## src/rtl/uart_pkg.sv

```systemverilog
// Shared constants for the configurable UART transmitter: parity modes,
// FSM state encoding and the frame length helper.
package uart_pkg;

  localparam int PARITY_NONE = 0;
  localparam int PARITY_ODD  = 1;
  localparam int PARITY_EVEN = 2;

  localparam logic [2:0] ST_IDLE   = 3'd0;
  localparam logic [2:0] ST_START  = 3'd1;
  localparam logic [2:0] ST_DATA   = 3'd2;
  localparam logic [2:0] ST_PARITY = 3'd3;
  localparam logic [2:0] ST_STOP   = 3'd4;

  function automatic int frame_bits(int data_bits, int parity, int stop_bits);
    return 1 + data_bits + ((parity != PARITY_NONE) ? 1 : 0) + stop_bits;
  endfunction

endpackage

```

## src/rtl/uart_baud_gen.sv

```systemverilog
// Bit-period timer: counts 0..CLOCKS_PER_BAUD-1 and pulses stb on the top value.
// restart zeroes the count so bit phase follows the frame start.
module uart_baud_gen #(
  parameter int CLOCKS_PER_BAUD = 868
) (
  input  logic clk,
  input  logic reset,
  input  logic restart,
  output logic stb
);

  localparam int CNT_W = $clog2(CLOCKS_PER_BAUD);
  localparam logic [CNT_W-1:0] CNT_TOP = CNT_W'(CLOCKS_PER_BAUD - 1);

  logic [CNT_W-1:0] cnt;

  always_ff @(posedge clk or posedge reset) begin
    if (reset) begin
      cnt <= '0;
    end else if (restart || (cnt == CNT_TOP)) begin
      cnt <= '0;
    end else begin
      cnt <= cnt + 1'b1;
    end
  end

  assign stb = (cnt == CNT_TOP);

endmodule

```

## src/rtl/uart_tx_cfg.sv

```systemverilog
// Parametrised UART transmitter: start, DATA_BITS data LSB-first, optional
// parity, 1-2 stop bits. o_tx is registered and idles high.
module uart_tx_cfg
  import uart_pkg::*;
#(
  parameter int CLOCKS_PER_BAUD = 868,
  parameter int DATA_BITS       = 8,
  parameter int PARITY          = 0,
  parameter int STOP_BITS       = 1
) (
  input  logic                 clk,
  input  logic                 reset,
  input  logic                 i_valid,
  input  logic [DATA_BITS-1:0] i_data,
  output logic                 o_ready,
  output logic                 o_busy,
  output logic                 o_tx,
  output logic [2:0]           dbg_state
);

  localparam int FRAME_BITS = frame_bits(DATA_BITS, PARITY, STOP_BITS);
  localparam int BIT_W = $clog2(DATA_BITS + 1);
  localparam logic [BIT_W-1:0] DATA_LAST = BIT_W'(DATA_BITS - 1);
  localparam logic STOP_LAST = (STOP_BITS == 2);

  generate
    if (CLOCKS_PER_BAUD < 2 || DATA_BITS < 5 || DATA_BITS > 9 || PARITY < 0 || PARITY > 2 ||
        STOP_BITS < 1 || STOP_BITS > 2 || FRAME_BITS > 13) begin : g_bad_params
      $fatal(1, "uart_tx_cfg: illegal parameter set");
    end
  endgenerate

  logic [2:0]           state, next_state;
  logic [DATA_BITS-1:0] shreg;
  logic [BIT_W-1:0]     bit_idx;
  logic                 par_bit, stop_cnt, tx_q, stb, accept, last_data, last_stop;

  // Handshake: a word transfers on any posedge where i_valid && o_ready.
  // o_ready never depends on i_valid; i_valid without o_ready is simply ignored.
  assign accept    = i_valid && o_ready;
  assign last_data = (bit_idx == DATA_LAST);
  assign last_stop = (stop_cnt == STOP_LAST);
  assign o_tx      = tx_q;

  uart_baud_gen #(.CLOCKS_PER_BAUD(CLOCKS_PER_BAUD)) u_baud (
    .clk     (clk),
    .reset   (reset),
    .restart (accept),
    .stb     (stb)
  );

  always_ff @(posedge clk or posedge reset) begin
    if (reset) state <= ST_IDLE;
    else       state <= next_state;
  end

  always_comb begin
    next_state = state;
    case (state)
      ST_IDLE:   if (accept) next_state = ST_START;
      ST_START:  if (stb) next_state = ST_DATA;
      ST_DATA:   if (stb && last_data) next_state = (PARITY != PARITY_NONE) ? ST_PARITY : ST_STOP;
      ST_PARITY: if (stb) next_state = ST_STOP;
      ST_STOP: begin
        if (accept)                 next_state = ST_START;
        else if (stb && last_stop)  next_state = ST_IDLE;
      end
      default:   next_state = ST_IDLE;
    endcase
  end

  // Ready in the last clk of the last stop bit lets the next frame start with no gap.
  always_comb begin
    o_ready   = (state == ST_IDLE) || ((state == ST_STOP) && last_stop && stb);
    o_busy    = (state != ST_IDLE);
    dbg_state = state;
  end

  always_ff @(posedge clk or posedge reset) begin
    if (reset) begin
      shreg    <= '1;
      par_bit  <= 1'b1;
      bit_idx  <= '0;
      stop_cnt <= 1'b0;
      tx_q     <= 1'b1;
    end else if (accept) begin
      shreg    <= i_data;
      par_bit  <= (PARITY == PARITY_ODD) ? ~^i_data : ^i_data;
      bit_idx  <= '0;
      stop_cnt <= 1'b0;
      tx_q     <= 1'b0;
    end else if (stb) begin
      case (state)
        ST_START: begin
          tx_q  <= shreg[0];
          shreg <= {1'b1, shreg[DATA_BITS-1:1]};
        end
        ST_DATA: begin
          if (last_data) begin
            tx_q <= (PARITY != PARITY_NONE) ? par_bit : 1'b1;
          end else begin
            tx_q    <= shreg[0];
            shreg   <= {1'b1, shreg[DATA_BITS-1:1]};
            bit_idx <= bit_idx + 1'b1;
          end
        end
        ST_PARITY: tx_q <= 1'b1;
        ST_STOP: begin
          tx_q <= 1'b1;
          if (!last_stop) stop_cnt <= 1'b1;
        end
        default: ;
      endcase
    end
  end

endmodule

```

## config.mk

```make
export PLATFORM = sky130hd
export DESIGN_NAME = uart_tx_cfg
export DESIGN_NICKNAME = d
export VERILOG_FILES = /design/src/rtl/uart_pkg.sv /design/src/rtl/uart_baud_gen.sv /design/src/rtl/uart_tx_cfg.sv
export SDC_FILE = /design/constraint.sdc
export NUM_CORES = 1
export LEC_CHECK = 0
export CORE_ASPECT_RATIO = 0.6
export CORE_MARGIN = 8
export CORE_UTILIZATION = 40
export CTS_BUF_LIST = sky130_fd_sc_hd__clkbuf_4 sky130_fd_sc_hd__clkbuf_8
export DETAILED_ROUTE_END_ITERATION = 7
export GPL_ROUTABILITY_DRIVEN = 0
export HOLD_SLACK_MARGIN = 0.03
export PLACE_DENSITY_LB_ADDON = 0.12
export REMOVE_ABC_BUFFERS = 1
export SYNTH_ARGS = -nofsm -noshare
export SYNTH_HDL_FRONTEND = slang
export SYNTH_SLANG_ARGS = --single-unit
```

## constraint.sdc

```tcl
create_clock -name clk -period 3 [get_ports clk]
set_input_delay 0.6 -clock clk [delete_from_list [all_inputs] [get_ports clk]]
set_output_delay 0.6 -clock clk [all_outputs]
set_load 0.03 [all_outputs]
```

==> flow_metrics.tcl <==
set metrics [dict create \
    netlist_area_mm2 0.00140 \
    cts_buffer_depth 2 \
    timing.setup.tns_ns 0 \
    grt_pass1_wl_mm 4.77 \
    yosys.area_share.simple 0.261 \
    track_usage 0.104 \
    first_pass_iters 4 \
    synth_flop_cell "dfrtp_1" \
    row_count 16 \
    h-tree-depth 1 \
    p_int_w 0.000799 \
    synth.area.mux_share 0.0671 \
    synth_cell_type_count 37 \
    dieArea_mm2 0.00570 \
    period_share 0.982 \
    combPwrFrac 0.241 \
    relSlewSlack 0.446 \
    path_class "reg2out" \
    synth-adder-area-share 0.0179 \
    core_area_mm2 0.00330 \
    yosys-top-cells-count "nand2_1 (27), dfrtp_1 (17), nor2_1 (14)" \
    critical_path_arrival_ns 2.35 \
    synth-seq-cells 26 \
    clkLatencyLatePin_ns 0.27 \
    portBuffers 16 \
    syn_inst 145 \
    hold_buffers 0 \
    power.leakage_nw 0.741 \
    cts_tree "done" \
    clkTransAtPathRegs_ns 0.09 \
    cts_sinks 26 \
    routed_via_density 4.99 \
    end_kind "output pin" \
    synth-edff-count 0 \
    synth_xor_area_frac 0.0439 \
    drc 0 \
    async_reset_ff_frac 1.00 \
    initial_utilization 0.423 \
    layout-drive-gt1-share 0.265 \
    swShare 0.272 \
    synth_compound_area_frac 0.103 \
    post-dp-hpwl_mm 2.08 \
    yosysWarnings 0 \
    yosys.area.top_type "dfrtp_1" \
    hold_path_class "reg2reg" \
    detailroute.via_count 1072 \
    avgSynthCellArea_um2 9.64 \
    finClkSkew_ns 0.00504 \
    finalSetupViolations 0 \
    grt_max_degree 23 \
    finalMaxSlewViolations 0 \
    overflow 0 \
    cap_violations 0 \
    cellPowerDensity_mw_per_mm2 624 \
    die_w_um 92.3 \
    wl_mm 2.90 \
    netlist.area_leader.share 0.304 \
    io_pins 17 \
    synth_area_leaders "dfrtp_1 (30%), dfstp_2 (17%), nand2_1 (7.3%)" \
    syn2layout_area_growth_pct 26.0 \
    antenna_found_initial 0 \
    synth_top_family_by_area "simple AND/OR/NAND/NOR gates" \
    diodes 0 \
    fmax_mhz 339 \
    yosysMostFrequentCell "nand2_1" \
    die_h_um 61.8 \
    numCtsBuffers 3 \
    pwr-share-seq 0.497 \
    p_switching_w 0.000299 \
    hold_viol 0 \
    seq_area_frac_synth 0.474 \
    holdPathStages 1 \
    p_clk_frac 0.262 \
    cts_root_buf "clkbuf_8" \
    rr_worst_depth 7 \
    required_ns 2.40 \
    worst_pin_slew_ns 0.830 \
    antenna_left 0 \
    grt_pass1_vias 1022 \
    p_total_w 0.00110 \
    period_minus_slack_ns 2.95 \
    wl_per_cell_um 13.5 \
    cp_max_fo 4 \
    ir_drop_uv 319 \
    finalNetCount 184 \
    status "finished clean" \
    first_iter_violations 55 \
    start_kind "register" \
]
-- path summary, 6_finish.rpt --
kind                          startpoint         end  slack, ns
max in group asynchronous          reset    shreg[2]       1.52
min reg2reg                   bit_idx[2]  bit_idx[2]       0.51
min in group asynchronous          reset  bit_idx[0]       0.78
max                        u_baud.cnt[1]     o_ready       0.05
min                           bit_idx[2]  bit_idx[2]       0.51
max reg2reg                u_baud.cnt[1]  bit_idx[3]       0.70
-- flip-flops by register name, indices dropped and copies added (netlist names) --
register / count
shreg: 8
bit_idx: 4
o_tx: 1
dbg_state: 3
u_baud.cnt: 10
-- stage by stage --
step / instance area [µm²] / hold slack, ns / setup WS (ns) / util / instances
6_report: 1760 / 0.510 / 0.0535 / 0.533 / 215
4_1_cts: 1700 / 0.515 / 0.0239 / 0.516 / 211
2_1_floorplan: 1370 / 0.455 / -0.0499 / - / 139
3_5_place_dp: 1620 / 0.481 / 0.205 / 0.492 / 206
5_1_grt: 1760 / 0.526 / -0.0277 / 0.533 / 215
3_3_place_gp: 1620 / 0.467 / 0.238 / 0.492 / 206
-- worst max-delay path: stages (launching register included) --
cell     delay [ns]
dfrtp_1        0.43
ha_4           0.15
or4b_4         0.47
or4_4          0.52
and2_4         0.20
nor3_4         0.14
buf_6          0.16
-- cell type report --
class	count	area [µm²]
Tap cell	45	56.3
Multi-Input combinational cell	109	712
Fill cell	313	1540
Sequential cell	26	662
Clock buffer	3	41.3
Inverter	4	15.0
Clock inverter	1	30.0
Timing Repair Buffer	27	244
-- metal layers --
metal	track usage	share of wire	vias to the layer above	routed length (µm)
met5	0	0	-	0
met4	0.0205	0.0034	0	10
met3	0.0348	0.043	2	125
met2	0.158	0.41	21	1180
met1	0.141	0.55	499	1590
li1	-	-	550	-
-- what timing repair did --
item                       CTS  global route
buffers inserted             1             4
pin swaps                    1             2
resized for setup            0             5
setup endpoints to repair    1             1
-- power groups by stage --
| stage | Clock (W) | Combinational [W] | Sequential, W |
|---|---|---|---|
| floorplan | 0 | 0.000176 | 0.000530 |
| detailed placement | 0 | 0.000234 | 0.000547 |
| global placement | 0 | 0.000228 | 0.000541 |
| global route | 0.000308 | 0.000297 | 0.000561 |
| CTS | 0.000295 | 0.000243 | 0.000538 |
| finish | 0.000287 | 0.000265 | 0.000546 |
-- cell usage in the layout (no fill, tap or decap), types with 2 or more instances in the layout --
| cell type | n |
|---|---|
| nand2_1 | 27 |
| dfrtp_1 | 17 |
| clkdlybuf4s50_1 | 15 |
| nor2_1 | 14 |
| buf_4 | 11 |
| a21oi_1 | 9 |
| dfstp_2 | 9 |
| mux2_2 | 7 |
| nand3_1 | 6 |
| o21ai_0 | 6 |
| inv_1 | 4 |
| nor3_1 | 4 |
| xnor2_1 | 4 |
| xor2_1 | 3 |
| clkbuf_8 | 3 |
| and2_1 | 2 |
| o21ai_2 | 2 |
| and3_1 | 2 |
| nand2b_1 | 2 |
| or3_1 | 2 |
-- kinds of logic after synthesis --
family	count (synthesis)
AO/OA/AOI/OAI	22
XOR/XNOR	7
adder cells (fa/ha/maj)	2
buffers and inverters	10
flip-flops	26
multiplexers	8
AND/OR/NAND/NOR	70
(Power assumes the default switching activity.)
